`config.mk`:
```
export PLATFORM = sky130hd
export DESIGN_NAME = ibex_rf_wb_arbiter
export DESIGN_NICKNAME = d
export VERILOG_FILES = /design/src/rtl/ibex_wb_pkg.sv /design/src/rtl/ibex_wb_ld_fifo.sv /design/src/rtl/ibex_rf_wb_arbiter.sv
export SDC_FILE = /design/constraint.sdc
export NUM_CORES = 1
export LEC_CHECK = 0
export CAP_MARGIN = 5
export CORE_MARGIN = 4
export CORE_UTILIZATION = 41
export DETAILED_ROUTE_END_ITERATION = 16
export PLACE_DENSITY = 0.9
export SYNTH_ARGS = -nofsm -noshare
export SYNTH_HDL_FRONTEND = slang
export SYNTH_SLANG_ARGS = --single-unit
```
`constraint.sdc`:
```
create_clock -name clk_i -period 2.15 [get_ports clk_i]
set_input_delay 0.215 -clock clk_i [delete_from_list [all_inputs] [get_ports clk_i]]
set_output_delay 0.215 -clock clk_i [all_outputs]
set_load 0.02 [all_outputs]
```
`src/rtl/ibex_wb_pkg.sv`:
```
// Shared types and helpers for the register-file write-back arbiter.
package ibex_wb_pkg;

   localparam int unsigned WbMaxAddrWidth = 5;
   localparam int unsigned WbMaxPtrWidth  = 16;

   typedef enum logic [1:0] {
      WB_SRC_NONE = 2'd0,
      WB_SRC_EX   = 2'd1,
      WB_SRC_LSU  = 2'd2
   } wb_src_e;

   typedef struct packed {
      logic                      valid;
      logic [WbMaxAddrWidth-1:0] waddr;
   } ld_entry_t;

   // Wrap-bit pointers: full when only the top bit of the ptr_w-bit pointers differs.
   function automatic logic ptr_full(input logic [WbMaxPtrWidth-1:0] wptr,
                                     input logic [WbMaxPtrWidth-1:0] rptr,
                                     input int unsigned              ptr_w);
      logic [WbMaxPtrWidth-1:0] mask;
      logic [WbMaxPtrWidth-1:0] msb;
      mask = (WbMaxPtrWidth'(1) << ptr_w) - WbMaxPtrWidth'(1);
      msb  = WbMaxPtrWidth'(1) << (ptr_w - 32'd1);
      return ((wptr ^ rptr) & mask) == msb;
   endfunction

endpackage

```
`src/rtl/ibex_wb_ld_fifo.sv`:
```
// In-order FIFO of outstanding load destinations; every slot is exposed so the
// arbiter can compare pending destinations against decode read addresses.
module ibex_wb_ld_fifo
   import ibex_wb_pkg::*;
#(
   parameter int unsigned AddrWidth = 5,
   parameter int unsigned LoadDepth = 2
) (
   input  logic                           clk_i,
   input  logic                           rst_ni,
   input  logic                           push_i,
   input  logic [AddrWidth-1:0]           push_waddr_i,
   input  logic                           pop_i,
   output logic                           full_o,
   output logic                           empty_o,
   output logic [AddrWidth-1:0]           head_waddr_o,
   output logic [LoadDepth-1:0]           slot_valid_o,
   output logic [LoadDepth*AddrWidth-1:0] slot_waddr_o
);

   localparam int unsigned PtrWidth = $clog2(LoadDepth) + 1;
   localparam int unsigned IdxWidth = (LoadDepth > 1) ? $clog2(LoadDepth) : 1;

   ld_entry_t           slots_r [LoadDepth];
   logic [PtrWidth-1:0] wptr_r;
   logic [PtrWidth-1:0] rptr_r;
   logic [IdxWidth-1:0] widx_s;
   logic [IdxWidth-1:0] ridx_s;

   // A single-slot FIFO has no index bits; the pointer is then just the wrap bit.
   assign widx_s = (LoadDepth > 1) ? wptr_r[IdxWidth-1:0] : '0;
   assign ridx_s = (LoadDepth > 1) ? rptr_r[IdxWidth-1:0] : '0;

   assign empty_o      = (wptr_r == rptr_r);
   assign full_o       = ptr_full(WbMaxPtrWidth'(wptr_r), WbMaxPtrWidth'(rptr_r), PtrWidth);
   assign head_waddr_o = slots_r[ridx_s].waddr[AddrWidth-1:0];

   // Slot storage and pointers; when full, a same-cycle push refills the slot being popped.
   always_ff @(posedge clk_i) begin
      if (!rst_ni) begin
         wptr_r <= '0;
         rptr_r <= '0;
         for (int i = 0; i < LoadDepth; i++) begin
            slots_r[i] <= '0;
         end
      end else begin
         if (pop_i) begin
            slots_r[ridx_s].valid <= 1'b0;
            rptr_r                <= rptr_r + PtrWidth'(1);
         end
         if (push_i) begin
            slots_r[widx_s].valid <= 1'b1;
            slots_r[widx_s].waddr <= WbMaxAddrWidth'(push_waddr_i);
            wptr_r                <= wptr_r + PtrWidth'(1);
         end
      end
   end

   // Flatten slots into vectors for the hazard comparators.
   always_comb begin
      slot_valid_o = '0;
      slot_waddr_o = '0;
      for (int i = 0; i < LoadDepth; i++) begin
         slot_valid_o[i]                          = slots_r[i].valid;
         slot_waddr_o[i*AddrWidth +: AddrWidth]   = slots_r[i].waddr[AddrWidth-1:0];
      end
   end

endmodule

```
`src/rtl/ibex_rf_wb_arbiter.sv`:
```
// Register-file write-port master: LSU returns take priority over EX results.
// Build option IBEX_WB_BYPASS_EN adds forwarding of the in-flight RF write.
module ibex_rf_wb_arbiter
   import ibex_wb_pkg::*;
#(
   parameter int unsigned DataWidth = 32,
   parameter int unsigned AddrWidth = 5,
   parameter int unsigned LoadDepth = 2
) (
   input  logic                 clk_i,
   input  logic                 rst_ni,
   input  logic                 ex_valid_i,
   input  logic [AddrWidth-1:0] ex_waddr_i,
   input  logic [DataWidth-1:0] ex_wdata_i,
   output logic                 ex_ready_o,
   input  logic                 ld_issue_i,
   input  logic [AddrWidth-1:0] ld_waddr_i,
   output logic                 ld_issue_ready_o,
   input  logic                 lsu_rvalid_i,
   input  logic [DataWidth-1:0] lsu_rdata_i,
   input  logic [AddrWidth-1:0] raddr_a_i,
   input  logic [AddrWidth-1:0] raddr_b_i,
   output logic                 hazard_a_o,
   output logic                 hazard_b_o,
`ifdef IBEX_WB_BYPASS_EN
   output logic                 fwd_a_o,
   output logic                 fwd_b_o,
   output logic [DataWidth-1:0] fwd_data_o,
`endif
   output logic [AddrWidth-1:0] rf_waddr_o,
   output logic [DataWidth-1:0] rf_wdata_o,
   output logic                 rf_we_o,
   output logic                 err_o
);

   logic                           fifo_full_s;
   logic                           fifo_empty_s;
   logic [AddrWidth-1:0]           head_waddr_s;
   logic [LoadDepth-1:0]           slot_valid_s;
   logic [LoadDepth*AddrWidth-1:0] slot_waddr_s;
   logic                           pop_s;
   logic                           push_s;
   wb_src_e                        src_s;
   logic [AddrWidth-1:0]           sel_waddr_s;
   logic [DataWidth-1:0]           sel_wdata_s;
   logic                           sel_we_s;
   logic                           pend_a_s;
   logic                           pend_b_s;
   logic                           rf_we_r;
   logic [AddrWidth-1:0]           rf_waddr_r;
   logic [DataWidth-1:0]           rf_wdata_r;
   logic                           err_r;

   assign ex_ready_o       = !lsu_rvalid_i;
   assign ld_issue_ready_o = !fifo_full_s || lsu_rvalid_i;
   assign pop_s            = lsu_rvalid_i && !fifo_empty_s;
   assign push_s           = ld_issue_i && ld_issue_ready_o;

   ibex_wb_ld_fifo #(
      .AddrWidth (AddrWidth),
      .LoadDepth (LoadDepth)
   ) u_ld_fifo (
      .clk_i        (clk_i),
      .rst_ni       (rst_ni),
      .push_i       (push_s),
      .push_waddr_i (ld_waddr_i),
      .pop_i        (pop_s),
      .full_o       (fifo_full_s),
      .empty_o      (fifo_empty_s),
      .head_waddr_o (head_waddr_s),
      .slot_valid_o (slot_valid_s),
      .slot_waddr_o (slot_waddr_s)
   );

   // Write source select; a return with nothing outstanding writes nothing.
   always_comb begin
      src_s       = WB_SRC_NONE;
      sel_waddr_s = '0;
      sel_wdata_s = '0;
      if (lsu_rvalid_i) begin
         src_s = fifo_empty_s ? WB_SRC_NONE : WB_SRC_LSU;
      end else if (ex_valid_i) begin
         src_s = WB_SRC_EX;
      end else begin
         src_s = WB_SRC_NONE;
      end
      case (src_s)
         WB_SRC_LSU: begin
            sel_waddr_s = head_waddr_s;
            sel_wdata_s = lsu_rdata_i;
         end
         WB_SRC_EX: begin
            sel_waddr_s = ex_waddr_i;
            sel_wdata_s = ex_wdata_i;
         end
         default: begin
            sel_waddr_s = '0;
            sel_wdata_s = '0;
         end
      endcase
      sel_we_s = (src_s != WB_SRC_NONE) && (sel_waddr_s != '0);
   end

   // RF write-port register; address and data hold their last written value when idle.
   always_ff @(posedge clk_i) begin
      if (!rst_ni) begin
         rf_we_r    <= 1'b0;
         rf_waddr_r <= '0;
         rf_wdata_r <= '0;
      end else begin
         rf_we_r <= sel_we_s;
         if (sel_we_s) begin
            rf_waddr_r <= sel_waddr_s;
            rf_wdata_r <= sel_wdata_s;
         end
      end
   end

   // Sticky protocol error: orphan load return or push into a full FIFO without a pop.
   always_ff @(posedge clk_i) begin
      if (!rst_ni) begin
         err_r <= 1'b0;
      end else begin
         err_r <= err_r | (lsu_rvalid_i && fifo_empty_s) | (ld_issue_i && !ld_issue_ready_o);
      end
   end

   assign rf_we_o    = rf_we_r;
   assign rf_waddr_o = rf_waddr_r;
   assign rf_wdata_o = rf_wdata_r;
   assign err_o      = err_r;

   // Match decode read addresses against every pending load destination.
   always_comb begin
      pend_a_s = 1'b0;
      pend_b_s = 1'b0;
      for (int i = 0; i < LoadDepth; i++) begin
         pend_a_s = pend_a_s | (slot_valid_s[i] && (slot_waddr_s[i*AddrWidth +: AddrWidth] == raddr_a_i));
         pend_b_s = pend_b_s | (slot_valid_s[i] && (slot_waddr_s[i*AddrWidth +: AddrWidth] == raddr_b_i));
      end
   end

`ifdef IBEX_WB_BYPASS_EN
   assign fwd_a_o    = rf_we_r && (rf_waddr_r == raddr_a_i) && (raddr_a_i != '0);
   assign fwd_b_o    = rf_we_r && (rf_waddr_r == raddr_b_i) && (raddr_b_i != '0);
   assign fwd_data_o = rf_wdata_r;
   assign hazard_a_o = (raddr_a_i != '0) && pend_a_s;
   assign hazard_b_o = (raddr_b_i != '0) && pend_b_s;
`else
   // Without forwarding, the write sitting on the RF port costs decode one stall cycle.
   assign hazard_a_o = (raddr_a_i != '0) && (pend_a_s || (rf_we_r && (rf_waddr_r == raddr_a_i)));
   assign hazard_b_o = (raddr_b_i != '0) && (pend_b_s || (rf_we_r && (rf_waddr_r == raddr_b_i)));
`endif

endmodule

```
==> out/results.ini <==
[detailed_routing]
wl_per_cell_um=16.7
firstDrtPassIters=4
drtAntennaViolNets=0
dr_total_vias=2813
wl_um=8640
drt_iter0_markers=173
drc=0
routed_via_density=5.43

[power_and_ir_drop]
power_density_mw_per_mm2=738
ir_drop_uv=441
p_leak_nw=1.66

[hold_path]
min_path_cells=1
hp-class=reg -> reg

[global_routing]
grt_max_degree=43
grt_usage_pct=20.1
grt_overflow=0
antenna_found_initial=0
grt_first_pass_wirelength_um=13500
grt_pass1_vias=2882

[clock_tree]
cts_made_buffers=5
clkLatencyLatePin_ns=0.31
cts-root-buf=clkbuf_8
path_clk_slew_ns=0.10
cts_buffer_depth=2
clock_sinks=56
htreeDepth=2
cts_tree=built

[logic_synthesis]
synth_top_area_share_pct=32.8
synth_warnings=0
synthFlopType=dfxtp_1
netlist_instances=300
synth_seq_cells=56
synth-async-reset-ratio_pct=0
synth_area_leaders=dfxtp_1 33%, edfxtp_1 11%, a22oi_1 8.6%
avgSynthCellArea_um2=9.36
synth_nets=389
synth_edf_count=10
yosysUniqueCellTypes=41
yosysTopAreaCell=dfxtp_1
synth_area_mm2=0.00281
ys_seq_area_share_pct=43.5

[floorplan]
ioPinCount=132
coreArea_mm2=0.00649
die_h_um=90.8
die_area_mm2=0.00824
die_w_um=90.8
rows=29
initial_utilization_pct=43.2

[timing]
max_clock_freq_ghz=0.475
finalHoldViolCount=0
setup_viol_count_final=0
fin_setup_tns_ns=0
finalCriticalPeriod_ns=2.10
setup_ws_ns=0.0467
finalCritPeriodShare_pct=97.8
slew_headroom_pct=72.4
slew_viol_final=0
clock-skew-final_ns=0.00916
worst_pin_slew_ns=0.410

[final_layout]
multiInputGateArea_mm2=0.00148
n_antenna_cell=0
syn_to_final_growth_pct=56.2
num-nets-final=529
register_area_mm2=0.00122
drive_above_1_share_pct=12.0
n_fill_cell=511

[critical_path]
critPathKind=reg -> out
setup.worst_path.end_class=output pin
max_stage_delay_ns=0.44
critPathRequiredTime_ns=1.93
critPathBufInv=1
startpoint_type=flip-flop
cp_max_fo=3
cp_top_family=simple AND/OR/NAND/NOR gates
reg2reg_depth=7
path_cells=xor2_1 > nor4_1 > nand3_1 > a21oi_1 > clkbuf_2
cp_data_arrival_time_ns=1.89
crit_cells=5
cpMaxStageDelayCell=edfxtp_1

[placed_design]
place_hpwl_um=6750
gp_congestion=0.889
dp_slack_ns=-0.218
io_buffers=131

[status]
status=complete, no violations

[run]
cap_violations=0

[path summary, 6_finish.rpt]
check                                      end                     from  slack [ns]
worst max register to register  rf_wdata_o[23]  u_ld_fifo.slots_r[1][1]        0.12
worst min-delay path                     err_o                    err_o        0.47
worst max-delay path                hazard_b_o  u_ld_fifo.slots_r[1][0]        0.05
worst min register to register           err_o                    err_o        0.47
[Yosys cell counts, types with 2 or more instances]
cell type and instances:
dfxtp_1 46, o21ai_1 33, a22oi_1 32, a21oi_1 31, xor2_1 26, nand2_1 13, and2_1 11, a21oi_2 10
clkbuf_1 10, edfxtp_1 10, nor2_1 10, buf_2 9, xnor2_1 8, nor4_1 6, and3_1 4, mux2i_1 4
o22ai_1 4, a31oi_1 3, or4_1 3, buf_6 2, inv_1 2, nand3_1 2, o21a_1 2, o21ai_0 2
[per-stage QoR]
step / power [mW] / cell area [µm²] / hold slack [ns] / utilization [%] / cells
floorplan: 2.07 / 2810 / 0.364 / - / 300
global placement: 2.62 / 4260 / 0.451 / 65.6 / 505
detailed placement: 2.66 / 4260 / 0.461 / 65.6 / 505
CTS: 3.24 / 4370 / 0.482 / 67.3 / 516
global route: 3.41 / 4390 / 0.525 / 67.5 / 518
finish: 3.24 / 4390 / 0.473 / 67.5 / 518
[worst reg2reg max path: stages, from the launching register on]
cell      delay [ns]
edfxtp_1        0.43
buf_4           0.17
or4b_1          0.56
o22ai_4         0.22
a22oi_4         0.10
buf_12          0.20
o21ai_1         0.20
a21oi_2         0.04
[logic make-up after synthesis]
logic type	share of synthesized area, %
AOI/OAI and AO/OA	28.7
DFF	43.5
and+or+nand+nor	10.7
xor gates and xnor gates	11.2
buffers and inverters	4.14
muxes	1.83
[what timing repair did]
action                                  in CTS  in global routing
hold buffers                                 0                  0
cloned                                       0                  0
setup buffers                                3                  2
pin swaps                                    0                  1
resized for setup                            4                  5
endpoints found under the setup margin       2                  6
[power breakdown]
part / internal [mW] / switching (mW)
Sequential: 1.24 / 0.129
Clock: 0.233 / 0.342
Combinational: 0.646 / 0.651
Total: 2.11 / 1.12
[per-layer routing]
layer,share of wire [%],GRT usage [%]
met5,0,0
met1,39,22.5
met3,6.6,5.08
met4,1.8,7.02
met2,52,36.7
[cell usage in the layout, fill, tap and decap left out, types with 2 or more instances in the layout]
cell,instances
a21oi_1,31
a21oi_2,10
a22oi_1,32
a31oi_1,3
and2_1,11
and3_1,4
buf_4,22
clkbuf_8,5
clkdlybuf4s50_1,129
dfxtp_1,45
edfxtp_1,10
inv_1,2
mux2i_1,4
nand2_1,13
nand3_1,2
nor2_1,10
nor4_1,6
o21a_1,2
o21ai_0,2
o21ai_1,33
o22ai_1,4
or4_1,3
xnor2_1,8
xor2_1,26
[final cells by class]
cell class,instances,area share [%]
well taps,77,2.20
flip-flops and latches,56,27.9
multi-input cells,220,33.8
inverters,3,0.257
repair buffers,154,33.9
clock inverters,3,0.456
clock buffers,5,1.57
[state kept, by name, summed over array words and instances, names as in the netlist, named ones only]
| name | cells |
|---|---|
| err_o | 1 |
| rf_waddr_o | 5 |
| rf_wdata_o | 32 |
| rf_we_o | 1 |
| u_ld_fifo.rptr_r | 2 |
| u_ld_fifo.slots_r | 12 |
| u_ld_fifo.wptr_r | 2 |
Note: power is estimated with default switching activity, not from simulation.
